--- config.mk ---
export PLATFORM = sky130hd
export DESIGN_NAME = omem_drain_ctrl_flat
export DESIGN_NICKNAME = d
export VERILOG_FILES = /design/src/rtl/omem_drain_if.sv /design/src/rtl/omem_drain_ctrl.sv /design/src/flat_wrapper.sv
export SDC_FILE = /design/constraint.sdc
export NUM_CORES = 1
export LEC_CHECK = 0
export ABC_AREA = 1
export BUFFER_PORTS_ARGS = -buffer_cell sky130_fd_sc_hd__buf_4
export CORE_ASPECT_RATIO = 0.6
export CORE_UTILIZATION = 55
export CTS_CLUSTER_SIZE = 30
export DETAILED_ROUTE_END_ITERATION = 16
export GPL_ROUTABILITY_DRIVEN = 1
export PLACE_DENSITY = 0.8
export REMOVE_ABC_BUFFERS = 1
export SETUP_SLACK_MARGIN = 0.4
export SYNTH_ARGS = -nofsm -noshare
export SYNTH_HDL_FRONTEND = slang
export SYNTH_SLANG_ARGS = --single-unit
--- constraint.sdc ---
create_clock -name CLK -period 2.8 [get_ports CLK]
set_input_delay 0.7 -clock CLK [delete_from_list [all_inputs] [get_ports CLK]]
set_output_delay 0.7 -clock CLK [all_outputs]
set_load 0.01 [all_outputs]
--- src/rtl/omem_drain_if.sv ---
// Bundles the tile-controller, host-readout and OMEM-port signals of the drain controller.
// master is the controller side; slave is the environment (tile controller, host, OMEM).
interface omem_drain_if;
    logic       START_CALC;
    logic       ACC;
    logic [3:0] ODST_BASE;
    logic [2:0] ROWS;
    logic       HOST_RE;
    logic [3:0] HOST_ADDR;
    logic [3:0] O_ADDR;
    logic       O_RE;
    logic       O_WE;
    logic [1:0] ROW_SEL;
    logic       ADD_EN;
    logic       HOST_GNT;
    logic       Tile_Done;
    logic       BUSY;
    logic       OVR;

    modport master (
        input  START_CALC, ACC, ODST_BASE, ROWS, HOST_RE, HOST_ADDR,
        output O_ADDR, O_RE, O_WE, ROW_SEL, ADD_EN, HOST_GNT, Tile_Done, BUSY, OVR
    );

    modport slave (
        output START_CALC, ACC, ODST_BASE, ROWS, HOST_RE, HOST_ADDR,
        input  O_ADDR, O_RE, O_WE, ROW_SEL, ADD_EN, HOST_GNT, Tile_Done, BUSY, OVR
    );
endinterface

--- src/rtl/omem_drain_ctrl.sv ---
// OMEM write-back sequencer: waits LAT cycles after each tile's compute start, writes 1-4 rows
// (optionally read-modify-write), pulses Tile_Done, and hands the OMEM port to the host between tiles.
module omem_drain_ctrl #(
    parameter int LAT = 7
) (
    input  logic          CLK,
    input  logic          RSTN,
    omem_drain_if.master  bus
);
    typedef enum logic [1:0] {IDLE, WAIT, XFER, DONE} state_t;

    // WAIT is entered at T0+1 and counts down to zero, so XFER starts exactly at T0+LAT.
    localparam logic [3:0] LAT_LOAD = (LAT >= 2) ? 4'(LAT - 2) : 4'd0;
    localparam bit         LAT_ONE  = (LAT == 1);

    state_t     state_reg, state_next;
    logic [3:0] cnt_reg, cnt_next;
    logic [1:0] row_reg, row_next;
    logic       phase_reg, phase_next;
    logic       start_prev_reg;
    logic       acc_reg;
    logic [3:0] base_reg;
    logic [2:0] rows_reg;
    logic       ovr_reg;

    logic       t0;
    logic [2:0] rows_clamped;
    logic       last_row;

    assign t0           = bus.START_CALC && !start_prev_reg;
    assign rows_clamped = (bus.ROWS > 3'd4) ? 3'd4 : bus.ROWS;
    assign last_row     = ({1'b0, row_reg} == (rows_reg - 3'd1));

    always_ff @(posedge CLK or negedge RSTN) begin
        if (!RSTN) begin
            state_reg      <= IDLE;
            cnt_reg        <= 4'd0;
            row_reg        <= 2'd0;
            phase_reg      <= 1'b0;
            start_prev_reg <= 1'b0;
            acc_reg        <= 1'b0;
            base_reg       <= 4'd0;
            rows_reg       <= 3'd0;
            ovr_reg        <= 1'b0;
        end else begin
            state_reg      <= state_next;
            cnt_reg        <= cnt_next;
            row_reg        <= row_next;
            phase_reg      <= phase_next;
            start_prev_reg <= bus.START_CALC;
            if (t0 && state_reg == IDLE) begin
                acc_reg  <= bus.ACC;
                base_reg <= bus.ODST_BASE;
                rows_reg <= rows_clamped;
            end
            if (t0 && state_reg != IDLE) begin
                ovr_reg <= 1'b1;
            end
        end
    end

    always_comb begin
        state_next    = state_reg;
        cnt_next      = cnt_reg;
        row_next      = row_reg;
        phase_next    = phase_reg;
        bus.O_ADDR    = 4'd0;
        bus.O_RE      = 1'b0;
        bus.O_WE      = 1'b0;
        bus.ROW_SEL   = 2'd0;
        bus.ADD_EN    = 1'b0;
        bus.HOST_GNT  = 1'b0;
        bus.Tile_Done = 1'b0;

        unique case (state_reg)
            IDLE: begin
                bus.HOST_GNT = bus.HOST_RE;
                bus.O_RE     = bus.HOST_RE;
                bus.O_ADDR   = bus.HOST_ADDR;
                row_next     = 2'd0;
                phase_next   = 1'b0;
                if (t0) begin
                    if (LAT_ONE) begin
                        state_next = (rows_clamped == 3'd0) ? DONE : XFER;
                    end else begin
                        state_next = WAIT;
                        cnt_next   = LAT_LOAD;
                    end
                end
            end
            WAIT: begin
                bus.HOST_GNT = bus.HOST_RE;
                bus.O_RE     = bus.HOST_RE;
                bus.O_ADDR   = bus.HOST_ADDR;
                if (cnt_reg == 4'd0) begin
                    state_next = (rows_reg == 3'd0) ? DONE : XFER;
                end else begin
                    cnt_next = cnt_reg - 4'd1;
                end
            end
            XFER: begin
                bus.O_ADDR  = base_reg + {2'b00, row_reg};
                bus.ROW_SEL = row_reg;
                // Accumulating rows take a read phase, then the write of the summed data.
                if (acc_reg && !phase_reg) begin
                    bus.O_RE   = 1'b1;
                    phase_next = 1'b1;
                end else begin
                    bus.O_WE   = 1'b1;
                    bus.ADD_EN = acc_reg;
                    phase_next = 1'b0;
                    if (last_row) begin
                        state_next = DONE;
                    end else begin
                        row_next = row_reg + 2'd1;
                    end
                end
            end
            DONE: begin
                bus.Tile_Done = 1'b1;
                state_next    = IDLE;
            end
            default: state_next = IDLE;
        endcase
    end

    assign bus.BUSY = (state_reg != IDLE);
    assign bus.OVR  = ovr_reg;
endmodule
--- src/flat_wrapper.sv ---
// flat-port wrapper written by rule: the top's interface ports become plain ports
module omem_drain_ctrl_flat 
#(
    parameter int LAT = 7
)
  (CLK, RSTN, bus_START_CALC, bus_ACC, bus_ODST_BASE, bus_ROWS, bus_HOST_RE, bus_HOST_ADDR, bus_O_ADDR, bus_O_RE, bus_O_WE, bus_ROW_SEL, bus_ADD_EN, bus_HOST_GNT, bus_Tile_Done, bus_BUSY, bus_OVR);
  omem_drain_if bus_i ();
  input  logic CLK;
  input  logic RSTN;
  input wire logic [$bits(bus_i.START_CALC)-1:0] bus_START_CALC;
  input wire logic [$bits(bus_i.ACC)-1:0] bus_ACC;
  input wire logic [$bits(bus_i.ODST_BASE)-1:0] bus_ODST_BASE;
  input wire logic [$bits(bus_i.ROWS)-1:0] bus_ROWS;
  input wire logic [$bits(bus_i.HOST_RE)-1:0] bus_HOST_RE;
  input wire logic [$bits(bus_i.HOST_ADDR)-1:0] bus_HOST_ADDR;
  output wire logic [$bits(bus_i.O_ADDR)-1:0] bus_O_ADDR;
  output wire logic [$bits(bus_i.O_RE)-1:0] bus_O_RE;
  output wire logic [$bits(bus_i.O_WE)-1:0] bus_O_WE;
  output wire logic [$bits(bus_i.ROW_SEL)-1:0] bus_ROW_SEL;
  output wire logic [$bits(bus_i.ADD_EN)-1:0] bus_ADD_EN;
  output wire logic [$bits(bus_i.HOST_GNT)-1:0] bus_HOST_GNT;
  output wire logic [$bits(bus_i.Tile_Done)-1:0] bus_Tile_Done;
  output wire logic [$bits(bus_i.BUSY)-1:0] bus_BUSY;
  output wire logic [$bits(bus_i.OVR)-1:0] bus_OVR;
  assign bus_i.START_CALC = bus_START_CALC;
  assign bus_i.ACC = bus_ACC;
  assign bus_i.ODST_BASE = bus_ODST_BASE;
  assign bus_i.ROWS = bus_ROWS;
  assign bus_i.HOST_RE = bus_HOST_RE;
  assign bus_i.HOST_ADDR = bus_HOST_ADDR;
  assign bus_O_ADDR = bus_i.O_ADDR;
  assign bus_O_RE = bus_i.O_RE;
  assign bus_O_WE = bus_i.O_WE;
  assign bus_ROW_SEL = bus_i.ROW_SEL;
  assign bus_ADD_EN = bus_i.ADD_EN;
  assign bus_HOST_GNT = bus_i.HOST_GNT;
  assign bus_Tile_Done = bus_i.Tile_Done;
  assign bus_BUSY = bus_i.BUSY;
  assign bus_OVR = bus_i.OVR;
  omem_drain_ctrl #(.LAT(LAT)) u_core (.CLK(CLK), .RSTN(RSTN), .bus(bus_i));
endmodule
==> impl_results.md <==
- Status: finished, final reports clean
- GR peak layer: met2
- I/O pins: 29
- Reg2Reg Depth: 10
- Final setup vio count: 0
- DR iter-0 viols: a little under 60
- Post-Synthesis Cells: about 160
- Sink Count: 19
- Setup crit start kind: flop
- Critical Path AT: between 1500 and 2000 ps
- Critical path class: reg2out
- # diodes: 0
- Pwr/cell area: between 1000 and 1500 mW/mm²
- Layout cell share with drive strength beyond 1: 0.295
- Core area: about 0.0020 mm²
- Required @ worst endpoint: about 2100 ps
- Fillcell total: about 140
- Crit Path Max Fanout: 2
- Max_cap viols: 0
- Cell total after placement: ~210
- FFs w/ async S/R, synth: 1.00
- Wire per inst: 12.5 µm
- Post-Layout Cell Count: between 200 and 250
- Initial Utilization: 0.625
- Largest net degree at the start of global routing: 20
- Synth-to-layout area growth: 26.9%
- Flop-to-flop setup slack: about 1200 ps
- PortBufs: 28
- Drt first pass iters: 5
- DIE WIDTH: around 63 µm
- Final period utilization: 0.865
- Design area: 0.00157 mm²
- Worst-margin pin slew: about 260 ps
- Post-DP Area: 0.00146 mm²
- CTS root buffer: clkbuf_8
- Leakage: 0.827 nW
- Total gr overflow: 0
- Most common cell after layout, fill and taps aside: nand2_1
- Height of the die: 38.8 µm
- Clk pin slew, worst setup/hold paths: ~80 ps
- First-pass GRT wire length: between 4000 and 5000 µm
- Multi-input logic area: between 600 and 700 µm²
- Clock skew: approximately 4.4 ps
- Seq/Total Area, Yosys: 0.384
- DR DRC count: 0
- Fmax: between 400 and 500 MHz
- Setup TNS: 0 ps
- Syn_area_per_cell: 7.89 µm²
- WL final: approximately 2700 µm
- Final antenna-violating net count: 0
- Die footprint: 0.00245 mm²
- TritonCTS buffer count: 3
- Met3 Use GR: 0.0588
- Site Rows: 12
- Mapped cell area: between 0.001 and 0.0015 mm²
- Total track usage: 0.258
- Worst-Skew Late Latency: 260 ps
- Reg-to-Reg Start: u_core.rows_reg[0]
- Clock Path Buffers: 2
- Initial antenna violation count: 0
- TritonCTS clock tree: built
- Number of synthesized flops with an enable pin: 0
- Synth Warn #: 0
- RSZ-0062 raised after global routing: yes
- Number of nets in the layout: about 220
- Flops & latches, synth: 19
- Pins Over Slew Limit: 0
- Vias/cell: roughly 5.2
- Hold Crit Class: in2async
- Reg2reg end: u_core.row_reg[1]
- Peak VDD IR: 0.516 mV
- Leading cell types in the layout, fill and taps excluded: 55 x nand2_1, 31 x buf_4, 20 x inv_1
- Hold buffers post-CTS: 0
- H-tree levels: 1
- Distinct cell type count after synthesis: 27
- CP endpoint kind: primary output
- Crit path time final: around 2400 ps
- Slew Limit Headroom: 0.824
- Place WS: ~470 ps
- Number of global-route vias before repair: 1,030
- GR Util met2: 0.422
- Synth Flop Type: dfrtp_1
- Hpwl dp: roughly 2000 µm
- Register Area: between 400 and 500 µm²
- Final WS setup: between 300 and 400 ps
- Via count: 1,136
- Final Hold Viols: 0
- Met1 Resource Use GR: 0.355
- RePlAce Congestion: between 0.8 and 0.9
==> per-stage QoR <==
step / power, mW / hold WS, ps / util
2_1_floorplan: 1.13 / 404 / -
3_3_place_gp: 1.39 / 467 / 0.737
3_5_place_dp: 1.42 / 464 / 0.737
4_1_cts: 1.70 / 310 / 0.788
5_1_grt: 1.89 / 310 / 0.793
6_report: 1.72 / 301 / 0.793
==> report_power, final <==
part	internal, mW	switching, mW	leakage [nW]
sequential	0.390	0.118	0.232
combinational	0.433	0.586	0.574
clock	0.100	0.0962	0.0217
total	0.923	0.801	0.827
==> synth_stat cells (2+ instances only) <==
master,n,area share
nand2_1,55,0.17
inv_1,22,0.067
dfrtp_1,19,0.38
nand3_1,11,0.044
ha_1,10,0.10
a21oi_1,7,0.028
nor2_1,6,0.018
o21ai_0,4,0.016
buf_6,2,0.018
nand2_2,2,0.010
nand3_2,2,0.016
o21ai_2,2,0.014
==> cells by family after synthesis <==
logic type / count (synthesis) / synth area share
AO/OA/AOI/OAI: 21 / 0.112
XOR/XNOR: 1 / 0.00707
adder cells (fa/ha/maj): 11 / 0.117
buffers and inverters: 24 / 0.0848
flip-flops: 19 / 0.384
AND/OR/NAND/NOR: 81 / 0.295
==> per-layer routing <==
metal  vias to the layer above  share of wire  routed length, µm
li1                        567              -                  -
met1                       521           0.50               1360
met2                        46           0.43               1170
met3                         2          0.071                193
met4                         0         0.0040                 11
met5                         -              0                  0
==> area by class of cell <==
class                      count  share of cell area
sequential                    19               0.304
tap                           28              0.0223
multi-input combinational    114               0.442
timing repair buffer          31               0.148
clock buffer                   3              0.0263
clock inverter                 1             0.00478
inverter                      22              0.0525
==> critical path, cell delays in order, from the launching register on <==
cell and delay, ps:
dfrtp_1 390, ha_2 210, fa_2 370, a21oi_2 130, o21ai_1 80, a21oi_1 150
buf_4 140
==> worst max-delay path by stage <==
stage,depth (start not counted),slack (ps),to,from
2_1_floorplan,5,640,bus_O_ADDR[2],u_core.row_reg[0]
3_3_place_gp,6,540,bus_O_ADDR[2],u_core.row_reg[0]
3_5_place_dp,7,470,bus_O_ADDR[2],u_core.state_reg[0]
4_1_cts,6,370,bus_O_ADDR[2],u_core.row_reg[0]
5_1_grt,6,270,bus_O_ADDR[2],u_core.row_reg[0]
6_report,6,380,bus_O_ADDR[2],u_core.row_reg[0]
==> timing repair <==
action | CTS | global route
pin swaps | 4 | 3
buffers inserted | 2 | 1
gates resized for setup | 10 | 3
setup endpoints to repair | 7 | 5
Note: power is estimated with default switching activity, not from simulation.
